--- src/rtl/misr_session_ctrl.sv ---
// Sequences one MISR signature-test session: seed, capture window with an optional
// single bit-flip injection, drain, then compare both signatures against golden values.
module misr_session_ctrl #(
    parameter int         MISR_W   = 3,
    parameter int         CYC_W    = 8,
    parameter int         LAT      = 1,
    parameter logic [3:0] NONE_SEL = 4'h8
) (
    input  logic              clk,
    input  logic              rst,
    input  logic              start,
    input  logic              abort,
    input  logic [CYC_W-1:0]  run_len,
    input  logic              inj_en,
    input  logic [2:0]        inj_slot,
    input  logic [CYC_W-1:0]  inj_cyc,
    input  logic [MISR_W-1:0] golden_a,
    input  logic [MISR_W-1:0] golden_b,
    input  logic [MISR_W-1:0] sig_a,
    input  logic [MISR_W-1:0] sig_b,
    output logic              m_rst,
    output logic              cap_en,
    output logic [3:0]        binary_in,
    output logic              busy,
    output logic              done,
    output logic              pass,
    output logic [1:0]        fail_mask,
    output logic              inj_fired,
    output logic [CYC_W-1:0]  cycle_cnt
);
    typedef enum logic [2:0] {
        S_IDLE, S_SEED, S_RUN, S_DRAIN, S_CHECK, S_DONE
    } state_t;

    localparam logic [3:0] DRAIN_LAST = (LAT > 0) ? 4'(LAT - 1) : 4'd0;
    localparam state_t     AFTER_RUN  = (LAT == 0) ? S_CHECK : S_DRAIN;

    state_t            state_q, state_d;
    logic [CYC_W-1:0]  cycle_cnt_q, cnt_d;
    logic [3:0]        drain_q;
    logic [CYC_W-1:0]  run_len_q, inj_cyc_q;
    logic              inj_en_q;
    logic [2:0]        inj_slot_q;
    logic [MISR_W-1:0] gold_q [2];
    logic [MISR_W-1:0] sig_arr [2];
    logic [1:0]        mismatch;
    logic              abort_hit, inj_hit;
    logic [CYC_W-1:0]  run_last;

    logic              m_rst_q, cap_en_q, busy_q, done_q, pass_q, inj_fired_q;
    logic [3:0]        binary_in_q;
    logic [1:0]        fail_mask_q;

    assign sig_arr[0] = sig_a;
    assign sig_arr[1] = sig_b;

    // Bit gi of the mask flags MISR gi+1 disagreeing with its latched golden value.
    for (genvar gi = 0; gi < 2; gi++) begin : g_cmp
        assign mismatch[gi] = (sig_arr[gi] != gold_q[gi]);
    end

    assign run_last = run_len_q - CYC_W'(1);

    always_comb begin
        state_d   = state_q;
        cnt_d     = cycle_cnt_q;
        abort_hit = 1'b0;
        case (state_q)
            S_IDLE: begin
                if (start) begin
                    state_d = S_SEED;
                    cnt_d   = '0;
                end
            end
            S_SEED:  state_d = (run_len_q == '0) ? AFTER_RUN : S_RUN;
            S_RUN: begin
                if (cycle_cnt_q == run_last) begin
                    state_d = AFTER_RUN;
                end else begin
                    cnt_d = cycle_cnt_q + CYC_W'(1);
                end
            end
            S_DRAIN: if (drain_q == DRAIN_LAST) state_d = S_CHECK;
            S_CHECK: state_d = S_DONE;
            S_DONE:  state_d = S_IDLE;
            default: state_d = S_IDLE;
        endcase
        if (abort && state_q != S_IDLE && state_q != S_DONE) begin
            abort_hit = 1'b1;
            state_d   = S_DONE;
            cnt_d     = cycle_cnt_q;
        end
        // Decided on the next-state values so the select lines up with its RUN cycle.
        inj_hit = inj_en_q && (state_d == S_RUN) && (cnt_d == inj_cyc_q);
    end

    always_ff @(posedge clk) begin
        if (!rst) begin
            state_q     <= S_IDLE;
            cycle_cnt_q <= '0;
            drain_q     <= '0;
            run_len_q   <= '0;
            inj_cyc_q   <= '0;
            inj_en_q    <= 1'b0;
            inj_slot_q  <= '0;
            gold_q[0]   <= '0;
            gold_q[1]   <= '0;
            m_rst_q     <= 1'b1;
            cap_en_q    <= 1'b0;
            binary_in_q <= NONE_SEL;
            busy_q      <= 1'b0;
            done_q      <= 1'b0;
            pass_q      <= 1'b0;
            fail_mask_q <= 2'b00;
            inj_fired_q <= 1'b0;
        end else begin
            state_q     <= state_d;
            cycle_cnt_q <= cnt_d;
            drain_q     <= (state_q == S_DRAIN) ? drain_q + 4'd1 : 4'd0;
            m_rst_q     <= (state_d == S_IDLE) || (state_d == S_SEED);
            cap_en_q    <= (state_d == S_RUN);
            busy_q      <= state_d inside {S_SEED, S_RUN, S_DRAIN, S_CHECK};
            done_q      <= (state_d == S_DONE);
            binary_in_q <= inj_hit ? {1'b0, inj_slot_q} : NONE_SEL;
            if (inj_hit) begin
                inj_fired_q <= 1'b1;
            end
            if (state_q == S_IDLE && start) begin
                run_len_q   <= run_len;
                inj_en_q    <= inj_en;
                inj_slot_q  <= inj_slot;
                inj_cyc_q   <= inj_cyc;
                gold_q[0]   <= golden_a;
                gold_q[1]   <= golden_b;
                pass_q      <= 1'b0;
                fail_mask_q <= 2'b00;
                inj_fired_q <= 1'b0;
            end
            if (state_d == S_DONE) begin
                fail_mask_q <= abort_hit ? 2'b11 : mismatch;
                pass_q      <= !abort_hit && (mismatch == 2'b00);
            end
        end
    end

    assign m_rst     = m_rst_q;
    assign cap_en    = cap_en_q;
    assign binary_in = binary_in_q;
    assign busy      = busy_q;
    assign done      = done_q;
    assign pass      = pass_q;
    assign fail_mask = fail_mask_q;
    assign inj_fired = inj_fired_q;
    assign cycle_cnt = cycle_cnt_q;

endmodule

--- config.mk ---
export PLATFORM = sky130hd
export DESIGN_NAME = misr_session_ctrl
export DESIGN_NICKNAME = d
export VERILOG_FILES = /design/src/rtl/misr_session_ctrl.sv
export SDC_FILE = /design/constraint.sdc
export NUM_CORES = 1
export LEC_CHECK = 0
export BUFFER_PORTS_ARGS = -buffer_cell sky130_fd_sc_hd__buf_2
export CAP_MARGIN = 30
export CORE_UTILIZATION = 59
export CTS_CLUSTER_SIZE = 14
export DETAILED_ROUTE_END_ITERATION = 7
export PLACE_DENSITY = 0.82
export SETUP_SLACK_MARGIN = 0.02
export SYNTH_ARGS = -nofsm -noshare
export SYNTH_HDL_FRONTEND = slang
export SYNTH_SLANG_ARGS = --single-unit
--- constraint.sdc ---
create_clock -name clk -period 4.2 [get_ports clk]
set_clock_uncertainty 0.05 [all_clocks]
set_input_delay 0.63 -clock clk [delete_from_list [all_inputs] [get_ports clk]]
set_output_delay 0.63 -clock clk [all_outputs]
set_load 0.05 [all_outputs]
After elaboration in Yosys (flattened, before gate mapping)
Memories as Yosys holds them, arrays and structs flattened.
Index checks and enable logic that the tools add are counted.
{ "classes": {"addsub": 3, "eq_ne": 14, "n_mux": 23, "n_bitwise": 3, "reduce_logical": 19} }
{ "ops": {"columns": ["op", "count"], "rows": [
  ["8-bit two-way mux", 3],
  ["3-bit two-way mux", 6],
  ["8-bit == test", 2],
  ["8-bit one-hot mux with 2 select lines", 1],
  ["3-bit one-hot mux with 5 select lines", 1],
  ["3-bit by 2-bit == test with 1-bit output, second input constant", 4],
  ["3-bit == test, second input constant", 3],
  ["8-bit by 1-bit adder with 8-bit output, second input constant", 1],
  ["8-bit logical NOT", 1],
  ["1-bit two-way mux", 8],
  ["8-bit by 1-bit subtractor with 8-bit output, second input constant", 1],
  ["3-bit by 1-bit == test with 1-bit output, second input constant", 2],
  ["1-bit logical AND", 6],
  ["3-bit logical NOT", 2],
  ["2-bit two-way mux", 3],
  ["3-bit inequality test", 2],
  ["4-bit by 1-bit adder with 4-bit output, second input constant", 1],
  ["4-bit logical NOT", 1],
  ["4-bit two-way mux", 1],
  ["2-bit AND reduction", 2],
  ["4-bit nonzero test", 1],
  ["3-bit inequality test, second input constant", 1],
  ["3-bit nonzero test", 1],
  ["2-bit logical NOT", 1],
  ["6 further kinds", 7]
]} }
{ "word_totals": {"ff_bits": 47, "ram_bits": 6, "in_bits": 36, "out_inout_bits": 20, "wordCells": 79, "memories": 1} }
{ "memory_table": {"columns": ["memory", "words", "word_bits", "rd", "rd_clocked_by_memory_dff", "wr", "line_no", "text"], "rows": [
  ["gold_q", 2, 3, 2, 0, 2, "44", "logic [MISR_W-1:0] gold_q [2];"]
]} }

Longest topological paths before layout
{ "depth": {"word_depth": 9, "ltp_mapped": 12, "ltp_nobuf": 11} }

Least setup slack after synthesis
Ideal clock, no wire load.
{ "synth_timing": {"kind": "register to register", "from": "register cycle_cnt_q[5] (netlist: cycle_cnt[5])", "to": "register inj_fired_q (netlist: inj_fired)", "setup_time_ps": 69, "arrival_time_ps": 2907, "t_required_ps": 4081, "slack_ps": 1174, "stages_incl_launch_ff": 11, "n_path_buf": 1, "period_less_slack_ps": 3026, "path_cell_list": "dfxtp_1 nand3b_1 a2111oi_4 nor2_2 a2111oi_4 buf_6 nor4_2 a211oi_4 xnor2_1 or4_1 o21ai_1"} }
{ "synth_via": {"elab_chain_len": 7, "elab_cells_between_ends": 13, "classes_between": "add/sub (1); eq/ne (3); mux (7); reduce/logical (2)"} }
{ "synth_lines": {"columns": ["element", "line_no", "text"], "rows": [
  ["start, declared", "39", "logic [CYC_W-1:0] cycle_cnt_q, cnt_d;"],
  ["start signal, assigned", "118", "cycle_cnt_q <= cnt_d;"],
  ["branches (longest 6 deep; another with 8-bit by 1-bit adder with 8-bit output)", null, null],
  ["1-bit logical AND *", "94", "inj_hit = inj_en_q && (state_d == S_RUN) && (cnt_d == inj_cyc_q);"],
  ["end signal, assigned", "115", "inj_fired_q <= 1'b0;"],
  ["end signal, assigned", "126", "inj_fired_q <= 1'b1;"],
  ["end signal, assigned", "137", "inj_fired_q <= 1'b0;"],
  ["end, declared", "50", "logic m_rst_q, cap_en_q, busy_q, done_q, pass_q, inj_fired_q;"]
]} }
Every way passes the cells marked *.
A chain may end at the register's enable or synchronous reset.

Worst setup path in the final report
{ "layout_timing": {"from": "register run_len_q[0]", "to": "register binary_in_q[1] (netlist: binary_in[1])"} }
{ "layout_via": {"elab_chain_len": 9, "elab_cells_between_ends": 15, "classes_between": "add/sub (1); eq/ne (3); mux (7); reduce/logical (4)"} }
{ "layout_lines": {"columns": ["element", "line_no", "text"], "rows": [
  ["start, declared", "41", "logic [CYC_W-1:0] run_len_q, inj_cyc_q;"],
  ["start signal, assigned", "129", "run_len_q <= run_len;"],
  ["8-bit by 1-bit subtractor with 8-bit output", "62", "assign run_last = run_len_q - CYC_W'(1);"],
  ["8-bit == test", "77", "if (cycle_cnt_q == run_last) begin"],
  ["3-bit two-way mux", "77", null],
  ["3-bit one-hot mux with 5 select lines", "68", "case (state_q)"],
  ["3-bit two-way mux", "88", "if (abort && state_q != S_IDLE && state_q != S_DONE) begin"],
  ["3-bit by 2-bit == test with 1-bit output", "94", null],
  ["1-bit logical AND", "94", null],
  ["1-bit logical AND *", "94", null],
  ["2-bit AND reduction (no line) *", null, null],
  ["end signal, assigned", "124", "binary_in_q <= inj_hit ? {1'b0, inj_slot_q} : NONE_SEL;"],
  ["end, declared", "51", "logic [3:0] binary_in_q;"]
]} }
Mark *: on every way between the ends. The rest lies on a longest branch, timed or not.

==> flow_summary_export.csv <==
group,metric,value,unit
status,status,"finished, final reports clean",
floorplanning,die_x,70.1,um
floorplanning,die_y,70.1,um
floorplanning,die_area,0.00492,mm2
routing,via_per_inst,5.85,
worst_setup_path,worstSetupStartpointType,"register",
routing,drc,0,
yosys,synth_most_common_cell,"nand2_1",
yosys,yosysTopAreaCell,"dfxtp_1",
sta,layout_min_cycle_time,3.20,ns
floorplanning,num_rows,24,
clocking,cts_setup_buffers,0,
clocking,clk_path_buf_depth,2,
routing,wl_per_cell,14.3,um
floorplanning,pin_count,56,
worst_setup_path,rrSetupSlack,1.00,ns
final_layout,regArea,0.00112,mm2
routing,firstDrtPassIters,4,
yosys,seq_area_frac_synth,40.9,%
sta,rsz0062_at_grt,"no",
worst_hold_path,min_to,"inj_slot_q[2]$_SDFFE_PN0P_",
sta,period_share,76.1,%
sta,finalHoldViolations,0,
clocking,ctsHoldBuffers,0,
clocking,clock_latency,0.30,ns
place,hpwl,4460,um
yosys,ys.flop_type,"dfxtp_1",
clocking,cts_inserted_buffers,5,
job,maxCapViolations,0,
routing,vias,2504,
yosys,syn-num-nets,366,
sta,finalSetupTns,0,ns
worst_setup_path,critPathRequiredTime,4.40,ns
global_route,grt_pass1_vias,2356,
sta,worst_pin_slew,1.02,ns
floorplanning,initial_core_util,62.0,%
yosys,ys_top_cells_by_count,"53 x nand2_1, 47 x dfxtp_1, 29 x a21oi_1, 27 x nor2_1, 15 x nand3_1",
final_layout,drive_gt1_share,20.5,%
routing,drtIter0Drc,155,
clocking,cts_root_buf,"clkbuf_8",
worst_hold_path,holdCritStartpoint,"inj_slot_q[2]$_SDFFE_PN0P_",
worst_hold_path,holdCritPathClass,"register to register",
routing,drt_wl_total,6140,um
sta,clock.fmax,313,MHz
power_and_ir_drop,power.leakage,1.30,nW
global_route,grt_overflow,0,
floorplanning,design.core.area,0.00441,mm2
power_and_ir_drop,power_per_cell_area,629,mW/mm2
yosys,yosys-top-cells-area,"dfxtp_1 34%, nand2_1 7.3%, edfxtp_1 6.6%",
final_layout,final_cells,428,
final_layout,multi_input_area,0.00151,mm2
place,io_buffers,55,
global_route,grt_max_degree,33,
worst_setup_path,r2r_start,"run_len_q[0]$_SDFFE_PN0P_",
place,place_inst,420,
yosys,netlist_instances,326,
clocking,cts_tree,"yes",
final_layout,final_nets,415,
yosys,synth-seq-cells,53,
yosys,synth-warning-count,0,
worst_setup_path,rr_worst_depth,12,
yosys,syn_avg_cell_area,8.40,um2
global_route,grt_use_total,26.2,%
worst_setup_path,cp_max_fo,15,
routing,drtAntennaViolNets,0,
place,place.gp.congestion,0.881,
yosys,synth_area,0.00274,mm2
clocking,cts.sinks,53,
global_route,grt_first_pass_wirelength,10300,um
clocking,cts_max_level,2,
sta,final-setup-viol-count,0,
yosys,synth_enable_flop_cells,6,
final_layout,insertedDiodeCount,0,
global_route,antenna_found_initial,0,
clocking,clk_pin_slew_worst_paths,0.09,ns
final_layout,syn2layout_area_growth,13.8,%
power_and_ir_drop,ir_drop,0.000311,V
final_layout,fillers,358,
yosys,netlist.area_leader.share,34.4,%
clocking,cts_resized,0,
worst_hold_path,hold_depth,2,
worst_setup_path,end_kind,"register",
sta,max-slew-margin-rel,31.7,%
worst_setup_path,worstPathArrival,3.39,ns
worst_setup_path,r2r_end,"binary_in[1]$_SDFF_PN0_",
sta,final_max_slew_viol_count,0,
yosys,synth-async-reset-ratio,0,%
yosys,synth.distinct_cells,54,
worst_setup_path,path_class,"register to register",
## layout make-up
| class | instances | area share, % |
|---|---|---|
| clock buffers | 7 | 2.45 |
| flip-flops and latches | 53 | 36.0 |
| well taps | 52 | 2.09 |
| inverters | 11 | 1.32 |
| multi-input cells | 246 | 48.4 |
| clock inverters | 1 | 0.281 |
| repair buffers | 58 | 9.55 |
## where the power goes
part / total (mW) / switching [mW] / internal (mW)
combinational: 0.921 / 0.597 / 0.324
sequential: 0.760 / 0.113 / 0.646
clock: 0.280 / 0.160 / 0.119
## cells in the final DEF, fill, tap and decap left out, types with 2 or more instances in the layout
cell type and instances:
buf_2 55, nand2_1 53, dfxtp_1 47, a21oi_1 29, nor2_1 27, nand3_1 15, xor2_1 13, inv_1 11
xnor2_1 10, and3_1 9, o21ai_0 9, nor3_1 7, edfxtp_1 6, nor4_1 5, nor2b_1 5, clkbuf_8 5
nand2b_1 4, or2_2 4, ha_1 4, a211oi_1 3, a221oi_1 3, and2_1 3, a31oi_1 3, and4_1 3
buf_4 3, o21a_1 2, nand3b_1 2, a2111oi_4 2, a41oi_1 2, a311oi_1 2, o211a_1 2, mux2i_1 2
o21ai_1 2, clkbuf_1 2
## worst max-delay path by stage
stage / start / to / slack (ns)
5_1_grt: state_q[1]$_SDFF_PN0_ / binary_in[0]$_SDFF_PN0_ / 0.73
2_1_floorplan: cycle_cnt[5]$_SDFF_PN0_ / inj_fired$_SDFFE_PP0P_ / 1.17
3_3_place_gp: start / binary_in[0]$_SDFF_PN0_ / 1.06
6_report: run_len_q[0]$_SDFFE_PN0P_ / binary_in[1]$_SDFF_PN0_ / 1.00
3_5_place_dp: start / binary_in[1]$_SDFF_PN0_ / 0.92
4_1_cts: run_len_q[0]$_SDFFE_PN0P_ / binary_in[2]$_SDFF_PN0_ / 1.01
## per-layer routing
metal	up-vias	wire, um	GRT usage (%)
met5	-	0	0
met4	0	153	9.56
met3	17	425	5.77
met2	98	2910	45.0
met1	1141	2650	32.1
li1	1248	-	-
## stage by stage
| step | total power [mW] | setup WS, ns | hold WS, ns | cell area [um2] | utilization [%] |
|---|---|---|---|---|---|
| 3_5_place_dp | 1.68 | 0.919 | 0.401 | 3030 | 68.7 |
| 4_1_cts | 1.96 | 1.01 | 0.415 | 3120 | 70.6 |
| 2_1_floorplan | 1.47 | 1.17 | 0.380 | 2740 | - |
| 3_3_place_gp | 1.65 | 1.06 | 0.390 | 3030 | 68.7 |
| 5_1_grt | 2.10 | 0.729 | 0.437 | 3120 | 70.6 |
| 6_report | 1.96 | 1.00 | 0.412 | 3120 | 70.6 |
## sequential cells by signal, summed over array words and instances, names as in the netlist
name	count
binary_in	4
busy	1
cap_en	1
cycle_cnt	8
done	1
drain_q	4
fail_mask	2
gold_q	6
inj_cyc_q	8
inj_en_q	1
inj_fired	1
inj_slot_q	3
m_rst	1
pass	1
run_len_q	8
state_q	3
## cell families (layout without fill, tap and decap cells)
kind of cell / count (synthesis) / after routing / share of synthesized area [%]
flip-flops: 53 / 53 / 40.9
AND/OR/NAND/NOR: 145 / 145 / 25.8
buffers and inverters: 27 / 77 / 4.02
multiplexers: 2 / 2 / 0.731
XOR/XNOR: 23 / 23 / 7.35
AO/OA/AOI/OAI: 72 / 72 / 19.3
adder cells (fa/ha/maj): 4 / 4 / 1.83
## worst max-delay path: stages, from the launching register on
cell	delay, ns
dfxtp_1	0.43
inv_1	0.06
ha_1	0.28
o21ba_2	0.22
a221oi_1	0.28
a41oi_1	0.11
a2111oi_4	0.23
buf_4	0.26
nand2b_1	0.21
mux2i_1	0.13
xor2_1	0.18
a2111oi_2	0.46
and4_1	0.24
No activity file was read; power rests on OpenSTA's default activity.
